**src/rtl/top.sv**
```systemverilog
// UART message printer: reads words from host memory over a UART link,
// prints each byte with a PRINT command until a zero byte, then halts.
module top #(
  parameter int unsigned CLK       = 50,
  parameter int unsigned BAUD_RATE = 115200
) (
  input  logic clk,
  input  logic res_n,
  output logic tx,
  input  logic rx
);

  localparam int unsigned DIV      = CLK * 1000000 / BAUD_RATE;
  localparam int unsigned CW       = $clog2(DIV);
  localparam logic [CW-1:0] BIT_END  = CW'(DIV - 1);
  localparam logic [CW-1:0] HALF_END = CW'(DIV / 2 - 1);
  localparam logic [7:0] CMD_READ  = 8'h01;
  localparam logic [7:0] CMD_PRINT = 8'h03;
  localparam logic [7:0] CMD_HLT   = 8'h04;

  typedef enum logic [2:0] {
    FETCH_CMD, FETCH_ADDR, FETCH_DATA, SCAN, PRINT_CMD, PRINT_CHAR, HALT, DONE
  } state_t;

  // transmitter
  logic          tx_start;
  logic [7:0]    tx_byte;
  logic          tx_busy;
  logic [CW-1:0] tx_cnt;
  logic [3:0]    tx_bit;
  logic [9:0]    tx_sh;
  logic          tx_ready;

  // Bit slot 10 is the extra idle period that keeps frames apart.
  always_ff @(posedge clk or negedge res_n) begin
    if (!res_n) begin
      tx      <= 1'b1;
      tx_busy <= 1'b0;
      tx_cnt  <= '0;
      tx_bit  <= '0;
      tx_sh   <= '1;
    end else if (!tx_busy) begin
      if (tx_start) begin
        tx_busy <= 1'b1;
        tx_sh   <= {2'b11, tx_byte};
        tx      <= 1'b0;
        tx_cnt  <= '0;
        tx_bit  <= '0;
      end
    end else if (tx_cnt == BIT_END) begin
      tx_cnt <= '0;
      if (tx_bit == 4'd10) begin
        tx_busy <= 1'b0;
      end else begin
        tx_bit <= tx_bit + 4'd1;
        tx     <= tx_sh[0];
        tx_sh  <= {1'b1, tx_sh[9:1]};
      end
    end else begin
      tx_cnt <= tx_cnt + CW'(1);
    end
  end

  assign tx_ready = !tx_busy && !tx_start;

  // receiver
  logic          rx_meta, rx_s, rx_prev;
  logic          rx_act;
  logic [CW-1:0] rx_cnt;
  logic [3:0]    rx_bit;
  logic [7:0]    rx_sh;
  logic [7:0]    rx_data;
  logic          rx_valid;

  always_ff @(posedge clk or negedge res_n) begin
    if (!res_n) begin
      rx_meta  <= 1'b1;
      rx_s     <= 1'b1;
      rx_prev  <= 1'b1;
      rx_act   <= 1'b0;
      rx_cnt   <= '0;
      rx_bit   <= '0;
      rx_sh    <= '0;
      rx_data  <= '0;
      rx_valid <= 1'b0;
    end else begin
      rx_meta  <= rx;
      rx_s     <= rx_meta;
      rx_prev  <= rx_s;
      rx_valid <= 1'b0;
      if (!rx_act) begin
        if (rx_prev && !rx_s) begin
          rx_act <= 1'b1;
          rx_cnt <= '0;
          rx_bit <= '0;
        end
      end else if (rx_bit == 4'd0) begin
        // start bit must still be low at half-bit, otherwise it was a glitch
        if (rx_cnt == HALF_END) begin
          rx_cnt <= '0;
          if (rx_s) rx_act <= 1'b0;
          else      rx_bit <= 4'd1;
        end else begin
          rx_cnt <= rx_cnt + CW'(1);
        end
      end else if (rx_cnt == BIT_END) begin
        rx_cnt <= '0;
        if (rx_bit == 4'd9) begin
          rx_act <= 1'b0;
          if (rx_s) begin
            rx_valid <= 1'b1;
            rx_data  <= rx_sh;
          end
        end else begin
          rx_sh  <= {rx_s, rx_sh[7:1]};
          rx_bit <= rx_bit + 4'd1;
        end
      end else begin
        rx_cnt <= rx_cnt + CW'(1);
      end
    end
  end

  // controller
  state_t      state;
  logic [31:0] ptr;
  logic [31:0] word;
  logic [1:0]  idx;

  always_ff @(posedge clk or negedge res_n) begin
    if (!res_n) begin
      state    <= FETCH_CMD;
      ptr      <= '0;
      word     <= '0;
      idx      <= '0;
      tx_start <= 1'b0;
      tx_byte  <= '0;
    end else begin
      tx_start <= 1'b0;
      case (state)
        FETCH_CMD: if (tx_ready) begin
          tx_start <= 1'b1;
          tx_byte  <= CMD_READ;
          idx      <= '0;
          state    <= FETCH_ADDR;
        end
        FETCH_ADDR: if (tx_ready) begin
          tx_start <= 1'b1;
          tx_byte  <= ptr[{idx, 3'b000} +: 8];
          idx      <= idx + 2'd1;
          if (idx == 2'd3) state <= FETCH_DATA;
        end
        // b0 arrives first and ends up in word[7:0] after four shifts
        FETCH_DATA: if (rx_valid) begin
          word <= {rx_data, word[31:8]};
          idx  <= idx + 2'd1;
          if (idx == 2'd3) state <= SCAN;
        end
        SCAN: begin
          if (word[31:24] == 8'h00) state <= HALT;
          else                      state <= PRINT_CMD;
        end
        PRINT_CMD: if (tx_ready) begin
          tx_start <= 1'b1;
          tx_byte  <= CMD_PRINT;
          state    <= PRINT_CHAR;
        end
        PRINT_CHAR: if (tx_ready) begin
          tx_start <= 1'b1;
          tx_byte  <= word[31:24];
          word     <= {word[23:0], 8'h00};
          idx      <= idx + 2'd1;
          if (idx == 2'd3) begin
            ptr   <= ptr + 32'd4;
            state <= FETCH_CMD;
          end else begin
            state <= SCAN;
          end
        end
        HALT: if (tx_ready) begin
          tx_start <= 1'b1;
          tx_byte  <= CMD_HLT;
          state    <= DONE;
        end
        DONE: ;
        default: state <= DONE;
      endcase
    end
  end

endmodule

```
**config.mk**
```make
export PLATFORM = sky130hd
export DESIGN_NAME = top
export DESIGN_NICKNAME = d
export VERILOG_FILES = /design/src/rtl/top.sv
export SDC_FILE = /design/constraint.sdc
export NUM_CORES = 1
export LEC_CHECK = 0
export CORE_MARGIN = 4
export CORE_UTILIZATION = 55
export DETAILED_ROUTE_END_ITERATION = 8
export PLACE_DENSITY = 0.71
export SLEW_MARGIN = 10
export SYNTH_ARGS = -nofsm -noshare
export SYNTH_HDL_FRONTEND = slang
export SYNTH_SLANG_ARGS = --single-unit
```
**constraint.sdc**
```tcl
create_clock -name clk -period 2.95 [get_ports clk]
set_input_delay 0.295 -clock clk [delete_from_list [all_inputs] [get_ports clk]]
set_output_delay 0.295 -clock clk [all_outputs]
set_load 0.1 [all_outputs]
```
==> results.tsv, run 1 <==
stage	metric	value	unit
outcome	outcome	finished, final reports clean	
cells_and_area	finish.utilization	63.6	%
setup_path	crit_slowest_cell	or4b_1	
worst_hold_path	hold_path_depth	1	
floorplan	std_cell_rows	39	
setup_path	cp_top_family	simple AND/OR/NAND/NOR gates	
setup_path	path_depth	4	
clock_tree	cts_tree	done	
global_routing	grt_pass1_vias	4702	
timing	setup_viol	0	
route	routed-via-count	4528	
synth	synth_top_area_share	46.4	%
cells_and_area	syn2layout_area_growth	12.1	%
floorplan	start_util	56.7	%
global_routing	grt_usage	21.0	%
cells_and_area	layout.nets	635	
setup_path	reg2reg_depth	4	
clock_tree	path_clk_slew	0.06	ns
setup_path	path_max_fanout	12	
clock_tree	clkSinkCount	133	
setup_path	reg2reg_to	ptr[18]$_DFFE_PN0P_	
global_routing	grt_overflow	0	
synth	yosysMostFrequentCell	dfrtp_1	
cells_and_area	layout-drive-gt1-share	15.2	%
setup_path	critPathCaptureType	flop	
cells_and_area	design_area	7320	um2
timing	fin_tns_setup	0	ns
timing	period_share	82.3	%
place	port-buffer-count	3	
clock_tree	clk_latency	0.41	ns
floorplan	die_y	117	um
timing	worst_pin_slew	1.16	ns
setup_path	critPathBufInv	0	
clock_tree	clockRootBuffer	clkbuf_16	
setup_path	worst_setup_path_start_kind	flop	
global_routing	antenna_found_initial	0	
route	antenna_left	0	
route	drtPass1Iterations	4	
route	drtIter0Drc	265	
clock_tree	numCtsBuffers	17	
setup_path	regToRegSetupSlack	0.52	ns
synth	synth_commonest_cells	dfrtp_1 (121), nand2_1 (80), o21ai_0 (53), mux2i_1 (41), inv_1 (23)	
timing	final_max_slew_viol_count	0	
route	avgViaCountPerCell	5.84	
setup_path	critPathKind	flop to flop	
synth	ys_seq_area_share	51.2	%
route	drt_wl_total	12700	um
power_and_ir_drop	peakVddDrop	0.354	mV
synth	ys.warnings.count	0	
floorplan	core	11500	um2
global_routing	grt_start_max_net_pins	60	
worst_hold_path	min_from	rx	
synth	ys.flop_type	dfrtp_1	
clock_tree	cts_max_level	4	
worst_hold_path	worstHoldPathType	primary input to flop	
timing	hold_violations	0	
synth	synth_edf_count	0	
floorplan	pin_count	4	
global_routing	grt_pass1_wl	22600	um
synth	ys_ff_latch	133	
timing	rsz0062_at_grt	no	
worst_hold_path	min_to	rx_meta$_DFF_PN1_	
synth	syn_area_per_cell	10.7	um2
cells_and_area	n_antenna_cell	0	
synth	synth_area_leaders	dfrtp_1 (46%), mux2i_1 (6.3%), dfstp_2 (4.8%), nand2_1 (4.6%), o21ai_0 (4.1%)	
synth	synth_area	6530	um2
floorplan	die_x	117	um
route	wl_per_cell	16.4	um
setup_path	critical_path_required	3.27	ns
timing	max_freq	412	MHz
power_and_ir_drop	p_leak	0.00346	uW
setup_path	slowest_delay	0.70	ns
setup_path	worstPathArrival	2.75	ns
place	hpwl	8430	um
timing	period_minus_slack	2.43	ns
place	dp_cells	743	
clock_tree	cts_buffer_depth	2	
synth	synth_cell_type_count	57	
place	place_congestion	0.909	
setup_path	crit_chain	or4b_1 > or3_1 > nor4_1 > xor2_1	
run	max-cap-violations	0	
synth	syn_nets	626	
timing	relSlewSlack	22.6	%
route	drcViolationCount	0	
synth	syn-instance-count	611	
synth	yosysTopAreaCell	dfrtp_1	
power_and_ir_drop	power_density	575	nW/um2
setup_path	reg2reg_from	state[1]$_DFFE_PN0P_	
place	placed_cell_area	6750	um2
cells_and_area	stdcell_count	776	
floorplan	dieArea	13700	um2
synth	async_reset_ff_share	100	%
timing	fin_skew	0.00745	ns
-- layout make-up --
cell class / instances / area, um2
fill: 893 / 4190
tap: 143 / 179
clock inverter: 5 / 50.0
inverter: 23 / 86.3
multi-input combinational: 427 / 3010
timing repair buffer: 18 / 144
sequential: 133 / 3340
clock buffer: 27 / 513
-- worst max path at each step --
stage | from | to | slack (ns)
finish | state[1]$_DFFE_PN0P_ | ptr[18]$_DFFE_PN0P_ | 0.52
global placement | state[1]$_DFFE_PN0P_ | ptr[30]$_DFFE_PN0P_ | 0.62
detailed placement | state[1]$_DFFE_PN0P_ | ptr[18]$_DFFE_PN0P_ | 0.52
CTS | state[1]$_DFFE_PN0P_ | ptr[18]$_DFFE_PN0P_ | 0.51
global route | idx[0]$_DFFE_PN0P_ | ptr[18]$_DFFE_PN0P_ | 0.38
floorplan | state[1]$_DFFE_PN0P_ | ptr[23]$_DFFE_PN0P_ | 0.86
-- power breakdown --
part | switching [uW] | internal, uW | leakage (uW)
Combinational | 165 | 110 | 0.00142
Clock | 729 | 1270 | 0.000281
Sequential | 66.0 | 1880 | 0.00176
Total | 960 | 3250 | 0.00346
-- per-layer routing --
layer | global-route usage, % | vias up | routed length, um | share of wire [%]
met5 | 0 | - | 0 | 0
met4 | 6.96 | 0 | 161 | 1.3
met3 | 6.02 | 15 | 377 | 3.0
met2 | 33.8 | 51 | 6240 | 49
met1 | 27.8 | 2252 | 5930 | 47
li1 | - | 2210 | - | -
-- cells by family after synthesis --
family / count (synthesis) / synth area share, %
buf+inv: 51 / 3.08
simple gates: 196 / 15.7
xor+xnor: 32 / 4.29
fa+ha+maj: 12 / 2.30
mux: 66 / 11.6
flops: 133 / 51.2
compound gates: 121 / 11.8
-- cells in the final DEF, fill, tap and decap left out, types with 13 or more instances in the layout --
cell type    n
clkbuf_16   17
a22o_1      13
dfrtp_1    121
mux2_2      19
nand2_1     80
nand3_1     17
inv_1       23
nor2_1      19
nor3_1      19
xor2_1      20
mux2i_1     41
o21ai_0     53
a21oi_1     17
buf_4       15
-- state kept, by name (all words and copies together) (netlist names) --
| name | cells |
|---|---|
| tx_start | 1 |
| tx | 1 |
| tx_sh | 8 |
| word | 32 |
| ptr | 30 |
| tx_busy | 1 |
| rx_sh | 8 |
| rx_prev | 1 |
| rx_cnt | 9 |
| tx_cnt | 9 |
| idx | 2 |
| rx_act | 1 |
| rx_meta | 1 |
| rx_s | 1 |
| state | 3 |
| tx_bit | 4 |
| rx_data | 8 |
| rx_bit | 4 |
| rx_valid | 1 |
| tx_byte | 8 |
-- stage by stage --
stage / power, uW / worst slack [ns] / hold WS, ns
5_1_grt: 4410 / 0.383 / 0.294
3_5_place_dp: 2250 / 0.524 / 0.301
6_report: 4210 / 0.522 / 0.319
2_1_floorplan: 2150 / 0.856 / -0.000591
3_3_place_gp: 2230 / 0.623 / 0.290
4_1_cts: 4260 / 0.512 / 0.304
-- what timing repair did --
| item | in CTS | in global routing |
|---|---|---|
| resized for setup | 0 | 0 |
| hold buffers | 1 | 0 |
| setup buffers | 0 | 0 |
| hold endpoints to repair | 53 | 0 |
No activity file was read; power rests on OpenSTA's default activity.
==> inputs of run 2 (changes only) <==
- PLACE_DENSITY: 0.71 -> 0.74
- clock period: 2.95 -> 2 ns (I/O delays scaled with it)
==> run 2 against run 1 <==
Compared with the run above:
- the run now ends with setup timing left
- final cell count up 4.6%
- non-clock buffer count is 36 higher
- worst setup slack got worse by 0.58 ns
- utilization grew 4.1 points
- die area is the same
- sequential cell count did not move
- hold slack got worse by 0.12 ns
- fmax grew 18%
- clock power increased by 53%
- routed wire length grew 4.3%
- clock skew shrank 0.0018 ns
==> results.tsv, run 2 (synthesis results as in run 1) <==
stage	metric	value	unit	change
outcome	outcome	complete, but fails checks		was finished, final reports clean
outcome	violations	setup timing		
cells_and_area	design_area	7800	um2	was 7320 um2
timing	fin_tns_setup	-0.166	ns	was 0 ns
route	drtPass1Iterations	5		was 4
floorplan	start_util	56.7	%	unchanged
setup_path	worst_setup_path_start_kind	flop		unchanged
timing	setup_viol	6		was 0
clock_tree	cts_buffer_depth	2		unchanged
worst_hold_path	min_to	rx_meta$_DFF_PN1_		unchanged
cells_and_area	layout-drive-gt1-share	22.7	%	was 15.2%
clock_tree	cts_max_level	4		unchanged
setup_path	regToRegSetupSlack	-0.06	ns	was 0.52 ns
clock_tree	cts_tree	done		unchanged
worst_hold_path	hold_path_depth	1		unchanged
setup_path	critPathCaptureType	flop		unchanged
power_and_ir_drop	power_density	830	nW/um2	was 575 nW/um2
clock_tree	clk_latency	0.41	ns	about the same
route	avgViaCountPerCell	5.89		was 5.84
power_and_ir_drop	p_leak	0.00374	uW	was 0.00346 uW
place	pre_cts_ws	-0.128	ns	was 0.524 ns
route	routed-via-count	4784		was 4528
setup_path	reg2reg_depth	5		was 4
timing	worst_pin_slew	0.534	ns	was 1.16 ns
route	drcViolationCount	0		unchanged
power_and_ir_drop	peakVddDrop	0.565	mV	was 0.354 mV
cells_and_area	largest_reg_flops	32		unchanged
timing	fin_skew	0.00561	ns	was 0.00745 ns
floorplan	pin_count	4		unchanged
route	drt_wl_total	13200	um	was 12700 um
place	placed_cell_area	7050	um2	was 6750 um2
timing	period_share	103	%	was 82.3%
cells_and_area	final_common_cell	dfrtp_1		unchanged
timing	final_max_slew_viol_count	0		unchanged
run	max-cap-violations	0		unchanged
floorplan	core	11500	um2	unchanged
floorplan	die_x	117	um	unchanged
cells_and_area	layout.nets	671		was 635
cells_and_area	reg.largest.list	word x32, ptr x30		unchanged
global_routing	grt_usage	20.9	%	was 21.0%
cells_and_area	layout_common_cells	dfrtp_1 (121), nand2_1 (80), o21ai_0 (52)		was dfrtp_1 (121), nand2_1 (80), o21ai_0 (53)
setup_path	path_max_fanout	8		was 12
route	drtIter0Drc	321		was 265
worst_hold_path	min_from	rx		unchanged
timing	relSlewSlack	64.4	%	was 22.6%
clock_tree	clockRootBuffer	clkbuf_16		unchanged
clock_tree	path_clk_slew	0.05	ns	was 0.06 ns
cells_and_area	n_antenna_cell	0		unchanged
global_routing	antenna_found_initial	0		unchanged
global_routing	grt_start_max_net_pins	57		was 60
cells_and_area	syn2layout_area_growth	19.4	%	was 12.1%
route	antenna_left	0		unchanged
place	place_congestion	0.872		was 0.909
worst_hold_path	worstHoldPathType	primary input to flop		unchanged
setup_path	critical_path_required	2.33	ns	was 3.27 ns
setup_path	reg2reg_to	ptr[17]$_DFFE_PN0P_		was ptr[18]$_DFFE_PN0P_
setup_path	worstPathArrival	2.39	ns	was 2.75 ns
setup_path	reg2reg_from	state[1]$_DFFE_PN0P_		unchanged
global_routing	grt_overflow	0		unchanged
timing	max_freq	486	MHz	was 412 MHz
clock_tree	clkSinkCount	133		unchanged
place	hpwl	8950	um	was 8430 um
cells_and_area	top_register	word		unchanged
floorplan	die_y	117	um	unchanged
timing	hold_violations	0		unchanged
floorplan	std_cell_rows	39		unchanged
floorplan	dieArea	13700	um2	unchanged
global_routing	grt_pass1_vias	4757		was 4702
clock_tree	numCtsBuffers	17		unchanged
global_routing	grt_pass1_wl	22300	um	was 22600 um
power_and_ir_drop	total_power	6470	uW	was 4210 uW
cells_and_area	fill_cells	808		was 893
route	wl_per_cell	16.3	um	was 16.4 um
timing	fin_ws	-0.0571	ns	was 0.522 ns
timing	period_minus_slack	2.06	ns	was 2.43 ns
place	port-buffer-count	3		unchanged
setup_path	critPathKind	flop to flop		unchanged
timing	rsz0062_at_grt	yes		was no
==> run 2: through the flow <==
stage / utilization, % / cells / hold WS, ns
floorplan: - / 611 / -0.0956
global placement: 61.2 / 775 / 0.195
detailed placement: 61.2 / 775 / 0.199
CTS: 66.9 / 811 / 0.176
global route: 67.7 / 812 / 0.173
finish: 67.7 / 812 / 0.195
==> run 2: repair_timing <==
item                                    in CTS  in global routing
gates resized for setup                      8                 17
endpoints found under the setup margin      26                 37
setup buffers                                3                  1
pin swaps                                    1                  3
hold buffers                                 1                  0
hold endpoints to repair                    53                  0
==> run 2: layout make-up <==
| class | count | area, um2 | share of cell area, % |
|---|---|---|---|
| flip-flops and latches | 133 | 3340 | 42.9 |
| well taps | 143 | 179 | 2.29 |
| multi-input cells | 427 | 3140 | 40.3 |
| repair buffers | 54 | 459 | 5.89 |
| inverters | 23 | 86.3 | 1.11 |
| clock buffers | 23 | 488 | 6.26 |
| clock inverters | 9 | 100 | 1.28 |
==> run 2: layer usage <==
layer | vias to the layer above | global-route usage [%] | wire (um)
li1 | 2285 | - | -
met1 | 2387 | 27.1 | 6010
met2 | 91 | 34.2 | 6600
met3 | 21 | 5.04 | 420
met4 | 0 | 7.72 | 217
met5 | - | 0 | 0
==> run 2: worst max path at each step <==
stage | startpoint | end | slack, ns | cells after the start
after floorplan | state[1]$_DFFE_PN0P_ | ptr[23]$_DFFE_PN0P_ | -0.03 | 6
after global placement | state[1]$_DFFE_PN0P_ | ptr[16]$_DFFE_PN0P_ | -0.05 | 5
after detailed placement | state[1]$_DFFE_PN0P_ | ptr[18]$_DFFE_PN0P_ | -0.13 | 4
after CTS | state[1]$_DFFE_PN0P_ | ptr[17]$_DFFE_PN0P_ | -0.05 | 5
after global routing | state[1]$_DFFE_PN0P_ | ptr[17]$_DFFE_PN0P_ | -0.11 | 5
final | state[1]$_DFFE_PN0P_ | ptr[17]$_DFFE_PN0P_ | -0.06 | 5
==> run 2: worst max-delay path, stage by stage (launching register included) <==
cell	delay (ns)
dfrtp_1	0.38
or4b_4	0.55
or4_4	0.53
buf_6	0.19
nor4_4	0.13
xor2_1	0.19
==> run 2: where the power goes <==
group	internal, uW	total (uW)	switching, uW
combinational	281	609	328
clock	1950	3040	1080
sequential	2770	2830	59.0
==> inputs of run 3 (changes only) <==
- REMOVE_ABC_BUFFERS: not set -> 1
==> run 3 against run 2 <==
Compared with the run above:
- the flow still finishes with violations (setup timing)
- total power is 2.4% higher
- worst setup slack better by 0.015 ns
- global-route usage is 1.2 points higher
- highest routed layer unchanged
==> results.tsv, run 3 (synthesis results as in run 1) <==
stage	metric	value	unit	change
outcome	outcome	complete, but fails checks		unchanged
outcome	violations	setup timing		unchanged
route	drtIter0Drc	361		was 321
power_and_ir_drop	p_int	5110	uW	was 5000 uW
cells_and_area	layout_common_cells	dfrtp_1 (119), nand2_1 (80), o21ai_0 (53)		was dfrtp_1 (121), nand2_1 (80), o21ai_0 (52)
power_and_ir_drop	p_sw_share	22.9	%	was 22.7%
setup_path	regToRegSetupSlack	-0.04	ns	was -0.06 ns
clock_tree	clk_latency	0.42	ns	was 0.41 ns
global_routing	grt_overflow	0		unchanged
place	hpwl	9130	um	was 8950 um
route	avgViaCountPerCell	5.95		was 5.89
setup_path	worstPathArrival	2.39	ns	about the same
timing	period_minus_slack	2.04	ns	was 2.06 ns
global_routing	grt_usage	22.1	%	was 20.9%
floorplan	die_y	117	um	unchanged
cells_and_area	reg.largest.list	word x32, ptr x30		unchanged
timing	holdWs	0.187	ns	was 0.195 ns
power_and_ir_drop	p_switching	1520	uW	was 1470 uW
setup_path	crit_chain	or4b_4 > or4_4 > nor4_2 > xor2_1		was or4b_4 > or4_4 > buf_6 > nor4_4 > xor2_1
route	drt_wl_total	14000	um	was 13200 um
cells_and_area	layout.nets	670		was 671
route	drcViolationCount	0		unchanged
clock_tree	path_clk_slew	0.06	ns	was 0.05 ns
setup_path	critPathBufInv	0		was 1
timing	final_max_slew_viol_count	0		unchanged
floorplan	pin_count	4		unchanged
setup_path	worst_setup_path_start_kind	flop		unchanged
clock_tree	cts_buffer_depth	2		unchanged
cells_and_area	layout-drive-gt1-share	23.7	%	was 22.7%
run	max-cap-violations	0		unchanged
floorplan	core	11500	um2	unchanged
power_and_ir_drop	total_power	6630	uW	was 6470 uW
clock_tree	clockRootBuffer	clkbuf_16		unchanged
global_routing	grt_pass1_vias	4855		was 4757
setup_path	critPathKind	flop to flop		unchanged
power_and_ir_drop	p_leak	0.00375	uW	was 0.00374 uW
clock_tree	numCtsBuffers	17		unchanged
place	dp_cells	773		was 775
clock_tree	cts_tree	done		unchanged
timing	relSlewSlack	67.8	%	was 64.4%
timing	worst_pin_slew	0.482	ns	was 0.534 ns
cells_and_area	n_antenna_cell	0		unchanged
power_and_ir_drop	power.share.sequential	43.0	%	was 43.7%
setup_path	critPathCaptureType	flop		unchanged
setup_path	crit_slowest_cell	or4b_4		unchanged
power_and_ir_drop	peakVddDrop	0.781	mV	was 0.565 mV
power_and_ir_drop	clockPowerShare	47.7	%	was 46.9%
route	routed-via-count	4820		was 4784
power_and_ir_drop	power_density	843	nW/um2	was 830 nW/um2
setup_path	cp_top_family	simple AND/OR/NAND/NOR gates		unchanged
place	place_congestion	0.863		was 0.872
power_and_ir_drop	p_comb_share	9.3	%	was 9.4%
worst_hold_path	worstHoldPathType	primary input to flop		unchanged
cells_and_area	stdcell_count	810		was 812
cells_and_area	largest_reg_flops	32		unchanged
timing	fin_skew	0.00719	ns	was 0.00561 ns
timing	rsz0062_at_grt	yes		unchanged
timing	max_freq	490	MHz	was 486 MHz
floorplan	start_util	56.7	%	unchanged
route	antenna_left	0		unchanged
global_routing	grt_pass1_wl	23500	um	was 22300 um
setup_path	slowest_delay	0.58	ns	was 0.55 ns
route	wl_per_cell	17.3	um	was 16.3 um
cells_and_area	final_common_cell	dfrtp_1		unchanged
place	port-buffer-count	3		unchanged
timing	setup_viol	7		was 6
route	drtPass1Iterations	9		was 5
global_routing	antenna_found_initial	0		unchanged
timing	fin_ws	-0.0418	ns	was -0.0571 ns
floorplan	std_cell_rows	39		unchanged
floorplan	dieArea	13700	um2	unchanged
clock_tree	cts_max_level	4		unchanged
clock_tree	clkSinkCount	133		unchanged
setup_path	path_max_fanout	5		was 8
setup_path	critical_path_required	2.35	ns	was 2.33 ns
global_routing	grt_start_max_net_pins	57		unchanged
floorplan	die_x	117	um	unchanged
cells_and_area	syn2layout_area_growth	20.4	%	was 19.4%
timing	period_share	102	%	was 103%
cells_and_area	top_register	word		unchanged
timing	hold_violations	0		unchanged
## run 3: changes by cell type in the layout (fill, tap and decap cells not counted), moves of 2 or more
cell	before	now
nor2_1	18	15
nor3_1	13	11
dfrtp_1	121	119
buf_4	46	42
dfrtp_2	0	2
nor2_4	2	4
## run 3: final cells by class
| class | count | area (um2) |
|---|---|---|
| timing repair buffer | 52 | 460 |
| tap | 143 | 179 |
| fill | 850 | 3650 |
| clock inverter | 9 | 126 |
| clock buffer | 22 | 474 |
| multi-input combinational | 428 | 3190 |
| sequential | 133 | 3350 |
| inverter | 23 | 86.3 |
## run 3: final timing paths
path,depth (start not counted),startpoint,to
worst max-delay path,4,state[1]$_DFFE_PN0P_,ptr[29]$_DFFE_PN0P_
worst min-delay path,1,rx,rx_meta$_DFF_PN1_
worst max register to register,4,state[1]$_DFFE_PN0P_,ptr[29]$_DFFE_PN0P_
worst min register to register,0,rx_meta$_DFF_PN1_,rx_s$_DFF_PN1_
max in group asynchronous,3,res_n,ptr[23]$_DFFE_PN0P_
min in group asynchronous,2,res_n,word[8]$_DFFE_PN0P_
## run 3: power by group through the flow
| stage | Sequential, uW | Combinational [uW] | Clock [uW] |
|---|---|---|---|
| 6_report | 2850 | 614 | 3160 |
| 3_5_place_dp | 2880 | 550 | 0 |
| 2_1_floorplan | 2890 | 277 | 0 |
| 4_1_cts | 2840 | 565 | 3210 |
| 5_1_grt | 2860 | 693 | 3330 |
| 3_3_place_gp | 2870 | 514 | 0 |
## run 3: worst reg2reg max path, delay by kind of cell, from the launching register on
family        cells  cell delay (ns)
flops             1             0.37
simple gates      3             1.43
xor+xnor          1             0.17
## run 3: routing by layer
metal  GRT usage [%]  part of all wire, %  wire length (um)
met1            29.2                   44              6170
met2            34.6                   50              7030
met3            6.53                  3.9               547
met4            8.41                  1.7               234
met5               0                    0                 0
## run 3: what timing repair did
action	in CTS	in global routing
gates resized for setup	12	29
setup buffers	2	2
hold buffers	1	0
pin swaps	2	9
gates cloned	1	0
endpoints found under the hold margin	41	0
endpoints found under the setup margin	29	44
## run 3: metrics by stage
step,setup TNS [ns],worst slack [ns],cell area [um2],utilization [%]
2_1_floorplan,-57.34,-1.59,6420,-
3_3_place_gp,-0.510,-0.0905,7030,61.0
3_5_place_dp,-1.46,-0.189,7030,61.0
4_1_cts,-0.136,-0.0544,7710,67.0
5_1_grt,-0.775,-0.125,7860,68.3
6_report,-0.188,-0.0418,7860,68.3
